$ cat src/rtl/tt_sweep_ctrl.sv
// Exhaustive sweep sequencer for a 3-input function block: steps {a,b,c} through
// all eight codes, samples f after a settle delay and checks it against a table.
module tt_sweep_ctrl #(
  parameter int SETTLE = 2
) (
  input  logic       clk,
  input  logic       rst,
  input  logic       start,
  input  logic [7:0] expected,
  input  logic       f,
  output logic       a,
  output logic       b,
  output logic       c,
  output logic       busy,
  output logic       done,
  output logic       pass,
  output logic [7:0] table_out,
  output logic [2:0] fail_idx
);

  localparam logic [1:0] S_IDLE   = 2'd0;
  localparam logic [1:0] S_SETTLE = 2'd1;
  localparam logic [1:0] S_SAMPLE = 2'd2;
  localparam logic [1:0] S_FINISH = 2'd3;

  localparam logic [7:0] SETTLE_LAST = 8'(SETTLE - 1);

  logic [1:0] state;
  logic [2:0] idx;
  logic [7:0] cnt;
  logic [7:0] tbl;

  // Position of the lowest set bit; 0 when the vector is all zeros.
  function automatic logic [2:0] lowest_set(input logic [7:0] v);
    logic [2:0] r;
    r = 3'd0;
    for (int i = 7; i >= 0; i--) begin
      if (v[i]) r = 3'(i);
    end
    return r;
  endfunction

  always_ff @(posedge clk) begin
    if (rst) begin
      state    <= S_IDLE;
      idx      <= 3'd0;
      cnt      <= 8'd0;
      tbl      <= 8'd0;
      pass     <= 1'b0;
      fail_idx <= 3'd0;
      done     <= 1'b0;
    end else begin
      done <= 1'b0;
      case (state)
        S_IDLE: begin
          if (start) begin
            idx      <= 3'd0;
            cnt      <= 8'd0;
            tbl      <= 8'd0;
            pass     <= 1'b0;
            fail_idx <= 3'd0;
            state    <= S_SETTLE;
          end
        end
        S_SETTLE: begin
          cnt <= cnt + 8'd1;
          if (cnt == SETTLE_LAST) state <= S_SAMPLE;
        end
        S_SAMPLE: begin
          tbl[idx] <= f;
          if (idx == 3'd7) begin
            state <= S_FINISH;
          end else begin
            idx   <= idx + 3'd1;
            cnt   <= 8'd0;
            state <= S_SETTLE;
          end
        end
        S_FINISH: begin
          pass     <= (tbl == expected);
          fail_idx <= lowest_set(tbl ^ expected);
          done     <= 1'b1;
          state    <= S_IDLE;
        end
        default: state <= S_IDLE;
      endcase
    end
  end

  // The code is forced to 000 in IDLE even though idx keeps its last value.
  assign {a, b, c}  = (state == S_IDLE) ? 3'b000 : idx;
  assign busy       = (state != S_IDLE);
  assign table_out  = tbl;

endmodule

$ cat config.mk
export PLATFORM = sky130hd
export DESIGN_NAME = tt_sweep_ctrl
export DESIGN_NICKNAME = d
export VERILOG_FILES = /design/src/rtl/tt_sweep_ctrl.sv
export SDC_FILE = /design/constraint.sdc
export NUM_CORES = 1
export LEC_CHECK = 0
export BUFFER_PORTS_ARGS = -buffer_cell sky130_fd_sc_hd__buf_2
export CORE_ASPECT_RATIO = 0.9
export CORE_MARGIN = 2
export CORE_UTILIZATION = 30
export DETAILED_ROUTE_END_ITERATION = 8
export PLACE_DENSITY = 0.56
export RECOVER_POWER = 25
export SLEW_MARGIN = 20
export SYNTH_ARGS = -nofsm -noshare
export SYNTH_HDL_FRONTEND = slang
export SYNTH_SLANG_ARGS = --single-unit
export TNS_END_PERCENT = 20
$ cat constraint.sdc
create_clock -name clk -period 2.92 [get_ports clk]
set_input_delay 0.292 -clock clk [delete_from_list [all_inputs] [get_ports clk]]
set_output_delay 0.292 -clock clk [all_outputs]
set_load 0.01 [all_outputs]
# Yosys cells after proc, flatten, opt, wreduce, memory -nomap -nowiden
# Index checks and enable logic that the tools add are counted.
[classes] n_bitwise=1 muxes=27 add_sub_neg=2 n_reduce_logical=11 eq_ne=9 n_lt_le_gt_ge=2
[ops] op="3-bit two-way mux" n=11
[ops] op="8-bit case mux with 3 select lines" n=1
[ops] op="8-bit two-way mux" n=2
[ops] op="8-bit case mux with 2 select lines" n=1
[ops] op="3-bit case mux with 2 select lines" n=2
[ops] op="8-bit by 1-bit adder with 8-bit output (second input constant)" n=1
[ops] op="8-bit bitwise mux" n=1
[ops] op="8-bit by 1-bit equality test with 1-bit output (second input constant)" n=1
[ops] op="8-bit equality test" n=1
[ops] op="2-bit case mux with 4 select lines" n=1
[ops] op="8-bit bitwise XOR" n=1
[ops] op="2-bit two-way mux" n=3
[ops] op="2-bit inequality test (second input constant)" n=3
[ops] op="2-bit AND reduction" n=3
[ops] op="3-bit AND reduction" n=2
[ops] op="2-bit nonzero test" n=3
[ops] op="2-bit equality test (second input constant)" n=2
[ops] op="3-bit by 4-bit < comparator with 1-bit output (second input constant)" n=1
[ops] op="3-bit by 1-bit adder with 3-bit output (second input constant)" n=1
[ops] op="1-bit demux with 3-bit select" n=1
[ops] op="3-bit equality test (second input constant)" n=1
[ops] op="3-bit by 1-bit >= comparator with 1-bit output (second input constant)" n=1
[ops] op="1-bit two-way mux" n=3
[ops] op="3-bit nonzero test" n=1
[ops] op="4 further kinds" n=4
[word_totals] word_cells=59 register_bits=26 input_bits=12 output_inout_bits=17

# Depth between registers and ports, before layout
# Gate-level depths: netlist (run 1).
[logic_depth] ltp_word=10 depth_mapped=6 mapped_depth_nobuf=6

# Least setup slack after synthesis (run 1)
# OpenSTA, ideal clock, no wires.
[synth_path] kind="register -> register" startpoint="reg idx[0]" endpoint="reg cnt[6]" synth_period_minus_slack_ps=1690 stages_incl_launch_ff=7 t_required_ps=2850 path_slack_ps=1230 n_path_buf=0 setup_ps=70 arrival_time_ps=1621 path_cell_list="dfxtp_1 -> ha_1 -> ha_1 -> nor3b_4 -> o2111ai_2 -> or3_1 -> a21oi_1"
[synth_via] elab_chain_cells=3
[synth_lines] element="from (decl)" line="29" text="logic [2:0] idx;"
[synth_lines] element="from (signal assigned)" line="74" text="idx <= idx + 3'd1;"
[synth_lines] element="3-bit equality test" line="71" text="if (idx == 3'd7) begin"
[synth_lines] element="2-bit inequality test (no source line)"
[synth_lines] element="3-bit AND reduction (no source line)"
[synth_lines] element="to (signal assigned)" line="66" text="cnt <= cnt + 8'd1;"
[synth_lines] element="to (decl)" line="30" text="logic [7:0] cnt;"
# No other way between the ends.
# A chain may end at the register's enable or synchronous reset.

# Worst setup path in the final report (run 1)
# Ends and elaborated chain as after synthesis.

==> flow_summary.yaml, run 1 <==
clock_network:
  post-cts-setup-buffers: 0
  cts_root_buffer: "clkbuf_8"
  cts.clk_slew.worst_paths_ns: 0.09
  cts_tree: "built"
  clock_sinks: 26
  cts_resized: 0
  htree_num_levels: 1
  cts_buffer_depth: 2
  cts_buffers: 3
  insertion_delay_ns: 0.27
  ctsHoldBuffers: 0
timing:
  rsz0062_at_grt: "false"
  fin_crit_sh: 0.6346
  setup_viol_count_final: 0
  tns_ns: 0
  slew_headroom: 0.5506
  max_freq_ghz: 0.5397
  finClkSkew_ns: 0.002455
  hold_viol: 0
  min_period_ns: 1.853
  max_slew.worst_pin.slew_ns: 0.6731
  slew_viol_final: 0
global_route:
  grt_pass1_vias: 1190
  antenna_found_initial: 0
  track_usage: 0.1293
  grt_start_max_net_pins: 22
  overflow: 0
  grt_pass1_wl_mm: 5.651
yosys:
  synth_top_flop_cell: "dfxtp_1"
  synth_warnings: 0
  postSynthNetCount: 188
  yosysTopAreaCell: "dfxtp_1"
  synth.distinct_cells: 40
  yosys-top-cells-area: "dfxtp_1, a21oi_1, nor2_1"
  synth_most_common_cell: "dfxtp_1"
  seq_area_frac_synth: 0.3681
  synth_area_sq_mm: 0.001414
  ys_seq_elements: 26
  synth_cells: 172
  synth_common_cells: "dfxtp_1, nor2_1, a21oi_1"
  synth_edf_count: 0
  synth_top_area_share: 0.3681
  synth_async_sr_flop_share: 0
  avgSynthCellArea_sq_um: 8.220
detailed_routing:
  first_iter_violations: 52
  firstDrtPassIters: 4
  via_per_inst: 4.742
  antenna_left: 0
  wire_per_inst_microns: 12.04
  vias: 1233
  routed_wl_mm: 3.131
  drc_errors: 0
cells_and_area:
  drive_gt1_frac: 0.1414
  antenna_cells: 0
  nets: 215
  synthToLayoutAreaGrowth_pct: 16.90
critical_path:
  max_stage_delay_ns: 0.39
  endpoint_kind: "flop"
  crit_top_cell: "ha_1"
  crit_path_max_fanout: 9
  startpoint: "idx[0]"
  crit_arrival_ns: 2.07
  reg2reg_from: "idx[0]"
  cp.depth: 6
  slowest_stage: "dfxtp_1"
  crit_path_start_kind: "flop"
  setup.worst_path.class: "flop to flop"
  rr_worst_depth: 6
  cp_top_family: "simple AND/OR/NAND/NOR gates"
  critPathRequiredTime_ns: 3.13
  path_cells: "ha_1, ha_1, nor3b_4, o2111ai_2, or3_1, a21oi_1"
  critPathBufInv: 0
pwr:
  switching_share: 0.2286
  seqPwrFrac: 0.501
  power.density_mw_per_mm2: 446.4
  total_power_mw: 0.7379
  p_leak_nw: 0.6016
  p_comb_frac: 0.091
  vdd_drop_max_v: 0.0002465
  switching_power_mw: 0.1687
  internal-power_mw: 0.5692
  p_clk_frac: 0.408
hold_path:
  holdCritPathClass: "input port to flop"
  min_path_cells: 4
  min_from: "expected[2]"
job:
  drv_cap: 0
placement:
  port_buffers: 28
  gp_congestion: 0.7468
  hpwl_mm: 2.327
floorplanning:
  dieArea_sq_mm: 0.005279
  fp-row-count: 23
  io_pins: 29
  coreArea_sq_mm: 0.004489
  die_x_microns: 76.37
  die_h_microns: 69.13
  initial_core_util: 0.3149
run_status:
  status: "completed"
-- worst register-to-register path, stage by stage, from the launching register on --
cell and delay [ns]:
dfxtp_1 0.39, ha_1 0.23, ha_1 0.26, nor3b_4 0.24, o2111ai_2 0.18, or3_1 0.37, a21oi_1 0.13
-- path summary, 6_finish.rpt --
check	endpoint	slack (ns)
setup reg to reg	cnt[6]	1.07
hold reg to reg	fail_idx[2]	0.48
setup / recovery	cnt[6]	1.07
hold / removal	fail_idx[2]	0.39
-- per-layer routing --
layer | up-vias | global-route usage | part of all wire
li1 | 661 | - | -
met1 | 552 | 0.1893 | 0.57
met2 | 18 | 0.1878 | 0.39
met3 | 2 | 0.03141 | 0.030
met4 | 0 | 0.03636 | 0.011
met5 | - | 0 | 0
-- flip-flops by register name, summed over array words and instances (netlist names) --
name and cells:
cnt 8, done 1, fail_idx 3, idx 3
pass 1, state 2, table_out 8
-- stage by stage --
step | setup slack [ns] | instance area [sq um] | instances | hold WS, ns | utilization
4_1_cts | 1.052 | 1665 | 260 | 0.3860 | 0.3710
2_1_floorplan | 1.230 | 1414 | 172 | 0.4580 | -
5_1_grt | 0.9049 | 1653 | 260 | 0.4174 | 0.3682
3_5_place_dp | 1.087 | 1594 | 256 | 0.4531 | 0.3551
6_report | 1.067 | 1653 | 260 | 0.3910 | 0.3682
3_3_place_gp | 1.134 | 1594 | 256 | 0.4487 | 0.3551
-- area by class of cell --
cell class,instances,area [sq um]
clock inverter,1,30.03
multi-input combinational,134,833.3
timing repair buffer,28,127.6
fill,512,2836
sequential,26,520.5
tap,62,77.57
inverter,6,22.52
clock buffer,3,41.29
-- logic make-up after synthesis --
kind of cell,count (synthesis),share of synthesized area
adders and majority gates,4,0.03540
AOI/OAI and AO/OA,51,0.2336
DFF,26,0.3681
and+or+nand+nor,67,0.2460
xor gates and xnor gates,12,0.07434
buffers and inverters,12,0.04247
-- layout by cell type, fill, tap and decap left out, types with 2 or more instances in the layout --
cell type	n
a22o_1	3
nor2b_1	8
nand2_1	13
nand2b_1	4
xnor2_1	8
a21o_1	3
nand4_1	2
nand3_1	5
a31oi_1	2
clkbuf_8	3
xor2_1	4
nor2_1	20
or3_1	2
dfxtp_1	26
nor3b_1	2
nor3_1	5
buf_2	18
ha_1	4
clkbuf_1	10
o21ai_0	13
inv_1	6
a21oi_1	18
-- power by group through the flow --
stage / logic (mW) / registers [mW] / clock network (mW)
after floorplan: 0.0564 / 0.369 / 0
after global placement: 0.0678 / 0.378 / 0
after detailed placement: 0.0670 / 0.378 / 0
after CTS: 0.0671 / 0.370 / 0.314
after global routing: 0.0764 / 0.372 / 0.325
final: 0.0668 / 0.370 / 0.301
Note: power is estimated with default switching activity, not from simulation.
==> run 2: changes to the inputs <==
==> constraint.sdc (replaced) <==
create_clock -name clk -period 1.92 [get_ports clk]
set_input_delay 0.192 -clock clk [delete_from_list [all_inputs] [get_ports clk]]
set_output_delay 0.192 -clock clk [all_outputs]
set_load 0.01 [all_outputs]
==> run 2 against run 1 <==
Against the previous run:
- fmax grew 4.3%
- register-to-register slack worse by 0.92 ns
- power up 54%
- sequential cell count stayed put
- count of clock-buffer cells in the layout unchanged
- clock power grew 54%
- first-iteration DRC count is 27% lower
- non-clock buffer count rose by 4
- combinational power increased by 69%
- worst hold slack worse by 0.11 ns
- die area stayed put
- worst setup slack lost 0.92 ns
- highest routed layer unchanged
==> flow_summary.yaml, run 2 (same netlist as run 1, synthesis figures left out) <==
pwr:
  switching_share: 0.2334
  seqPwrFrac: 0.491
  switching_power_mw: 0.2646
  internal-power_mw: 0.8693
  p_clk_frac: 0.409
  p_comb_frac: 0.100
  vdd_drop_max_v: 0.0003558
  p_leak_nw: 0.6275
  power.density_mw_per_mm2: 673.3
global_route:
  grt_start_max_net_pins: 22
  grt_pass1_wl_mm: 5.602
  antenna_found_initial: 0
  track_usage: 0.1285
  grt_pass1_vias: 1176
  overflow: 0
critical_path:
  crit_path_start_kind: "flop"
  startpoint: "idx[0]"
  endpoint_kind: "flop"
  regToRegSetupSlack_ns: 0.14
  setup.worst_path.class: "flop to flop"
  critPathRequiredTime_ns: 2.14
  reg2reg_from: "idx[0]"
  crit_path_max_fanout: 5
  crit_arrival_ns: 1.99
detailed_routing:
  drc_errors: 0
  antenna_left: 0
  vias: 1255
  via_per_inst: 4.754
  firstDrtPassIters: 4
  first_iter_violations: 38
  routed_wl_mm: 3.294
  wire_per_inst_microns: 12.48
floorplanning:
  initial_core_util: 0.3149
  coreArea_sq_mm: 0.004489
  fp-row-count: 23
  die_h_microns: 69.13
  io_pins: 29
  die_x_microns: 76.37
  dieArea_sq_mm: 0.005279
timing:
  tns_ns: 0
  slew_viol_final: 0
  max_freq_ghz: 0.5629
  fin_crit_sh: 0.9253
  min_period_ns: 1.777
  rsz0062_at_grt: "false"
  finClkSkew_ns: 0.008079
  setup_viol_count_final: 0
  max_slew.worst_pin.slew_ns: 0.6111
  slew_headroom: 0.5917
  hold_viol: 0
cells_and_area:
  synthToLayoutAreaGrowth_pct: 19.12
  drive_gt1_frac: 0.1634
  final_cell_mix: "dfxtp_1, nor2_1, buf_2, a21oi_1"
  antenna_cells: 0
  fillers: 498
  multi_input_area_sq_um: 833.3
  nets: 219
  final_common_cell: "dfxtp_1"
  fin_area_sq_mm: 0.001684
  seq_area_sq_um: 520.5
clock_network:
  post-cts-setup-buffers: 0
  insertion_delay_ns: 0.28
  cts_buffer_depth: 2
  cts_buffers: 3
  cts_tree: "built"
  htree_num_levels: 1
  cts.clk_slew.worst_paths_ns: 0.10
  ctsHoldBuffers: 0
  cts_root_buffer: "clkbuf_8"
  clock_sinks: 26
  cts_resized: 0
placement:
  port_buffers: 28
  hpwl_mm: 2.469
  gp_congestion: 0.7400
  dpl_cell_area_sq_mm: 0.001624
hold_path:
  min_from: "expected[2]"
  holdCritPathClass: "input port to flop"
job:
  drv_cap: 0
run_status:
  status: "completed"
==> run 2: changes by cell type in the layout (fill, tap and decap cells not counted) <==
cell      before  now
clkbuf_1      10    9
buf_4          0    4
buf_2         18   19
==> run 2: cell type report <==
cell class | instances | area share
Sequential cell | 26 | 0.3091
Multi-Input combinational cell | 134 | 0.4948
Clock inverter | 1 | 0.01783
Inverter | 6 | 0.01337
Clock buffer | 3 | 0.02452
Timing Repair Buffer | 32 | 0.09435
Tap cell | 62 | 0.04606
==> run 2: power by group through the flow <==
stage / clock (mW) / sequential, mW / combinational (mW)
after CTS: 0.477 / 0.557 / 0.113
after global placement: 0 / 0.570 / 0.113
after global routing: 0.490 / 0.559 / 0.126
final: 0.464 / 0.557 / 0.113
after floorplan: 0 / 0.561 / 0.0858
after detailed placement: 0 / 0.569 / 0.113
==> run 2: metal layers <==
metal / vias to the layer above / wire, microns / GRT usage / part of all wire
li1: 669 / - / - / -
met1: 561 / 1828 / 0.1891 / 0.55
met2: 21 / 1321 / 0.1898 / 0.40
met3: 4 / 106 / 0.02487 / 0.032
met4: 0 / 38 / 0.03636 / 0.012
met5: - / 0 / 0 / 0
==> run 2: final timing paths <==
| check | to | cells after the start |
|---|---|---|
| setup / recovery | cnt[6] | 6 |
| hold / removal | fail_idx[2] | 4 |
| setup reg to reg | cnt[6] | 6 |
| hold reg to reg | fail_idx[2] | 1 |
==> run 2: metrics by stage <==
stage	std cells	total power, mW	worst slack (ns)	utilization	hold WS (ns)
after floorplan	172	0.6472	0.2295	-	0.3773
after global placement	260	0.6830	0.2232	0.3618	0.4471
after detailed placement	260	0.6820	0.1859	0.3618	0.4567
after CTS	264	1.147	0.1467	0.3776	0.2702
after global routing	264	1.175	0.01360	0.3751	0.2895
final	264	1.134	0.1433	0.3751	0.2781
==> run 2: critical path: stages, from the launching register on <==
cell and delay, ns:
dfxtp_1 0.32, ha_1 0.20, ha_1 0.26, nor3b_4 0.24
o2111ai_2 0.18, or3_1 0.37, a21oi_1 0.14
==> run 3: changes to the inputs <==
--- a/config.mk
+++ b/config.mk
@@ -5,6 +5,7 @@
 export SDC_FILE = /design/constraint.sdc
 export NUM_CORES = 1
 export LEC_CHECK = 0
+export ABC_AREA = 1
 export BUFFER_PORTS_ARGS = -buffer_cell sky130_fd_sc_hd__buf_2
 export CORE_ASPECT_RATIO = 0.9
 export CORE_MARGIN = 2
==> run 3 against run 2 <==
Against the previous run:
- sequential cell count is the same
- first-iteration DRC count grew 47%
- count of clock-buffer cells in the layout is the same
- critical path depth grew 4
- sequential power grew 3%
- clock power shrank 2%
- combinational power grew 88%
- die area grew 1.0%
- core utilization grew 0.15 points
- register-to-register slack gained 0.23 ns
- clock skew shrank 0.0066 ns
- final cell count grew 13%
==> flow_summary.yaml, run 3 <==
run_status:
  status: "completed"
clock_network:
  htree_num_levels: 1
  cts_tree: "built"
  cts_buffer_depth: 2
  cts.clk_slew.worst_paths_ns: 0.09
  post-cts-setup-buffers: 0
  cts_buffers: 3
  cts_resized: 0
  ctsHoldBuffers: 0
  insertion_delay_ns: 0.27
  clock_sinks: 26
  cts_root_buffer: "clkbuf_8"
pwr:
  power.density_mw_per_mm2: 726.6
  switching_share: 0.2710
  p_leak_nw: 0.7140
  total_power_mw: 1.236
  p_comb_frac: 0.172
  internal-power_mw: 0.9013
  seqPwrFrac: 0.462
  p_clk_frac: 0.366
  switching_power_mw: 0.3351
  vdd_drop_max_v: 0.0003494
floorplanning:
  initial_core_util: 0.3163
  io_pins: 29
  coreArea_sq_mm: 0.004518
  die_h_microns: 69.47
  dieArea_sq_mm: 0.005331
  fp-row-count: 23
  die_x_microns: 76.75
global_route:
  antenna_found_initial: 0
  overflow: 0
  grt_pass1_wl_mm: 5.416
  grt_start_max_net_pins: 21
  grt_pass1_vias: 1249
  track_usage: 0.1218
critical_path:
  endpoint_kind: "flop"
  reg2reg_from: "idx[1]"
  cp_top_family: "simple AND/OR/NAND/NOR gates"
  rr_worst_depth: 10
  max_stage_delay_ns: 0.38
  regToRegSetupSlack_ns: 0.38
  crit_end: "cnt[4]"
  critPathBufInv: 1
  cp.depth: 10
  reg2reg_to: "cnt[4]"
  path_cells: "ha_1, ha_1, nand2_2, nand2_1, inv_2, nand2_4, nor3_4, nand3_1, nand2_1, nor2_1"
  slowest_stage: "dfxtp_1"
  setup.worst_path.class: "flop to flop"
  crit_arrival_ns: 1.71
  critPathRequiredTime_ns: 2.09
  crit_path_start_kind: "flop"
  crit_path_max_fanout: 8
  startpoint: "idx[1]"
cells_and_area:
  drive_gt1_frac: 0.1617
  multi_input_area_sq_um: 790.8
  antenna_cells: 0
  final_common_cell: "nand2_1"
  fillers: 515
  seq_area_sq_um: 520.5
  finalCoreUtilization: 0.3766
  final_cell_mix: "nand2_1, dfxtp_1, inv_1, nor2_1, buf_2"
  synthToLayoutAreaGrowth_pct: 19.09
  nets: 252
placement:
  hpwl_mm: 2.454
  port_buffers: 28
  gp_congestion: 0.7809
yosys:
  synth_top_flop_cell: "dfxtp_1"
  synth_most_common_cell: "nand2_1"
  avgSynthCellArea_sq_um: 6.970
  ys_seq_elements: 26
  synth_cells: 205
  synth_async_sr_flop_share: 0
  synth_area_sq_mm: 0.001429
  postSynthNetCount: 221
  synth_edf_count: 0
  yosysTopAreaCell: "dfxtp_1"
  yosys-top-cells-area: "dfxtp_1, nand2_1, a21oi_1"
  synth.distinct_cells: 30
  synth_common_cells: "nand2_1, dfxtp_1, inv_1"
  synth_warnings: 0
  synth_top_area_share: 0.3643
  seq_area_frac_synth: 0.3643
detailed_routing:
  wire_per_inst_microns: 10.66
  via_per_inst: 4.572
  antenna_left: 0
  vias: 1358
  first_iter_violations: 56
  drc_errors: 0
  firstDrtPassIters: 4
  routed_wl_mm: 3.167
timing:
  max_freq_ghz: 0.6475
  tns_ns: 0
  rsz0062_at_grt: "false"
  slew_headroom: 0.7493
  setup_viol_count_final: 0
  slew_viol_final: 0
  hold_viol: 0
  fin_crit_sh: 0.8043
  max_slew.worst_pin.slew_ns: 0.3761
  min_period_ns: 1.544
  finClkSkew_ns: 0.001497
hold_path:
  holdCritPathClass: "input port to flop"
job:
  drv_cap: 0
## run 3: changes by cell type in the layout (fill, tap and decap cells not counted), sizes merged, moves of 3 or more
cell | before | now
a21o | 3 | 0
a22o | 3 | 0
buf | 23 | 20
inv | 6 | 28
nand2 | 13 | 52
nand2b | 4 | 0
nand3 | 5 | 10
nor2b | 8 | 0
nor3 | 5 | 9
xnor2 | 8 | 4
## run 3: power by group through the flow
stage,logic (mW),clock network (mW),registers [mW]
2_1_floorplan,0.154,0,0.581
3_3_place_gp,0.214,0,0.584
3_5_place_dp,0.215,0,0.584
4_1_cts,0.217,0.469,0.571
5_1_grt,0.243,0.491,0.574
6_report,0.212,0.453,0.571
## run 3: cells by family after synthesis
logic type / count (synthesis) / synth area share
xor gates and xnor gates: 7 / 0.04291
adders and majority gates: 4 / 0.03503
DFF: 26 / 0.3643
AOI/OAI and AO/OA: 34 / 0.1278
and+or+nand+nor: 103 / 0.3476
buffers and inverters: 31 / 0.08231
## run 3: worst min path at each step
stage,from,depth (start not counted),to
global route,rst,2,table_out[7]
global placement,pass,2,pass
finish,rst,2,state[0]
floorplan,rst,3,idx[0]
CTS,rst,2,state[0]
detailed placement,pass,2,pass
## run 3: layout make-up
cell class,count,area share
Timing Repair Buffer,29,0.08015
Clock inverter,1,0.01765
Sequential cell,26,0.3059
Tap cell,62,0.04559
Clock buffer,3,0.02426
Multi-Input combinational cell,148,0.4647
Inverter,28,0.06176
## run 3: metrics by stage
stage	setup slack [ns]	cell area (sq um)	cells	hold WS (ns)
6_report	0.3757	1702	297	0.3087
5_1_grt	0.2276	1702	297	0.3279
4_1_cts	0.3582	1713	297	0.3143
3_5_place_dp	0.3736	1642	293	0.4537
3_3_place_gp	0.4128	1642	293	0.4510
2_1_floorplan	0.5000	1429	205	0.3857
## run 3: routing by layer
layer,share of wire,vias up,wire length (microns),GRT usage
met3,0.052,2,165,0.02995
met4,0.0057,0,18,0.01818
met5,0,-,0,0
met2,0.47,33,1503,0.2115
met1,0.47,602,1479,0.1553
li1,-,721,-,-
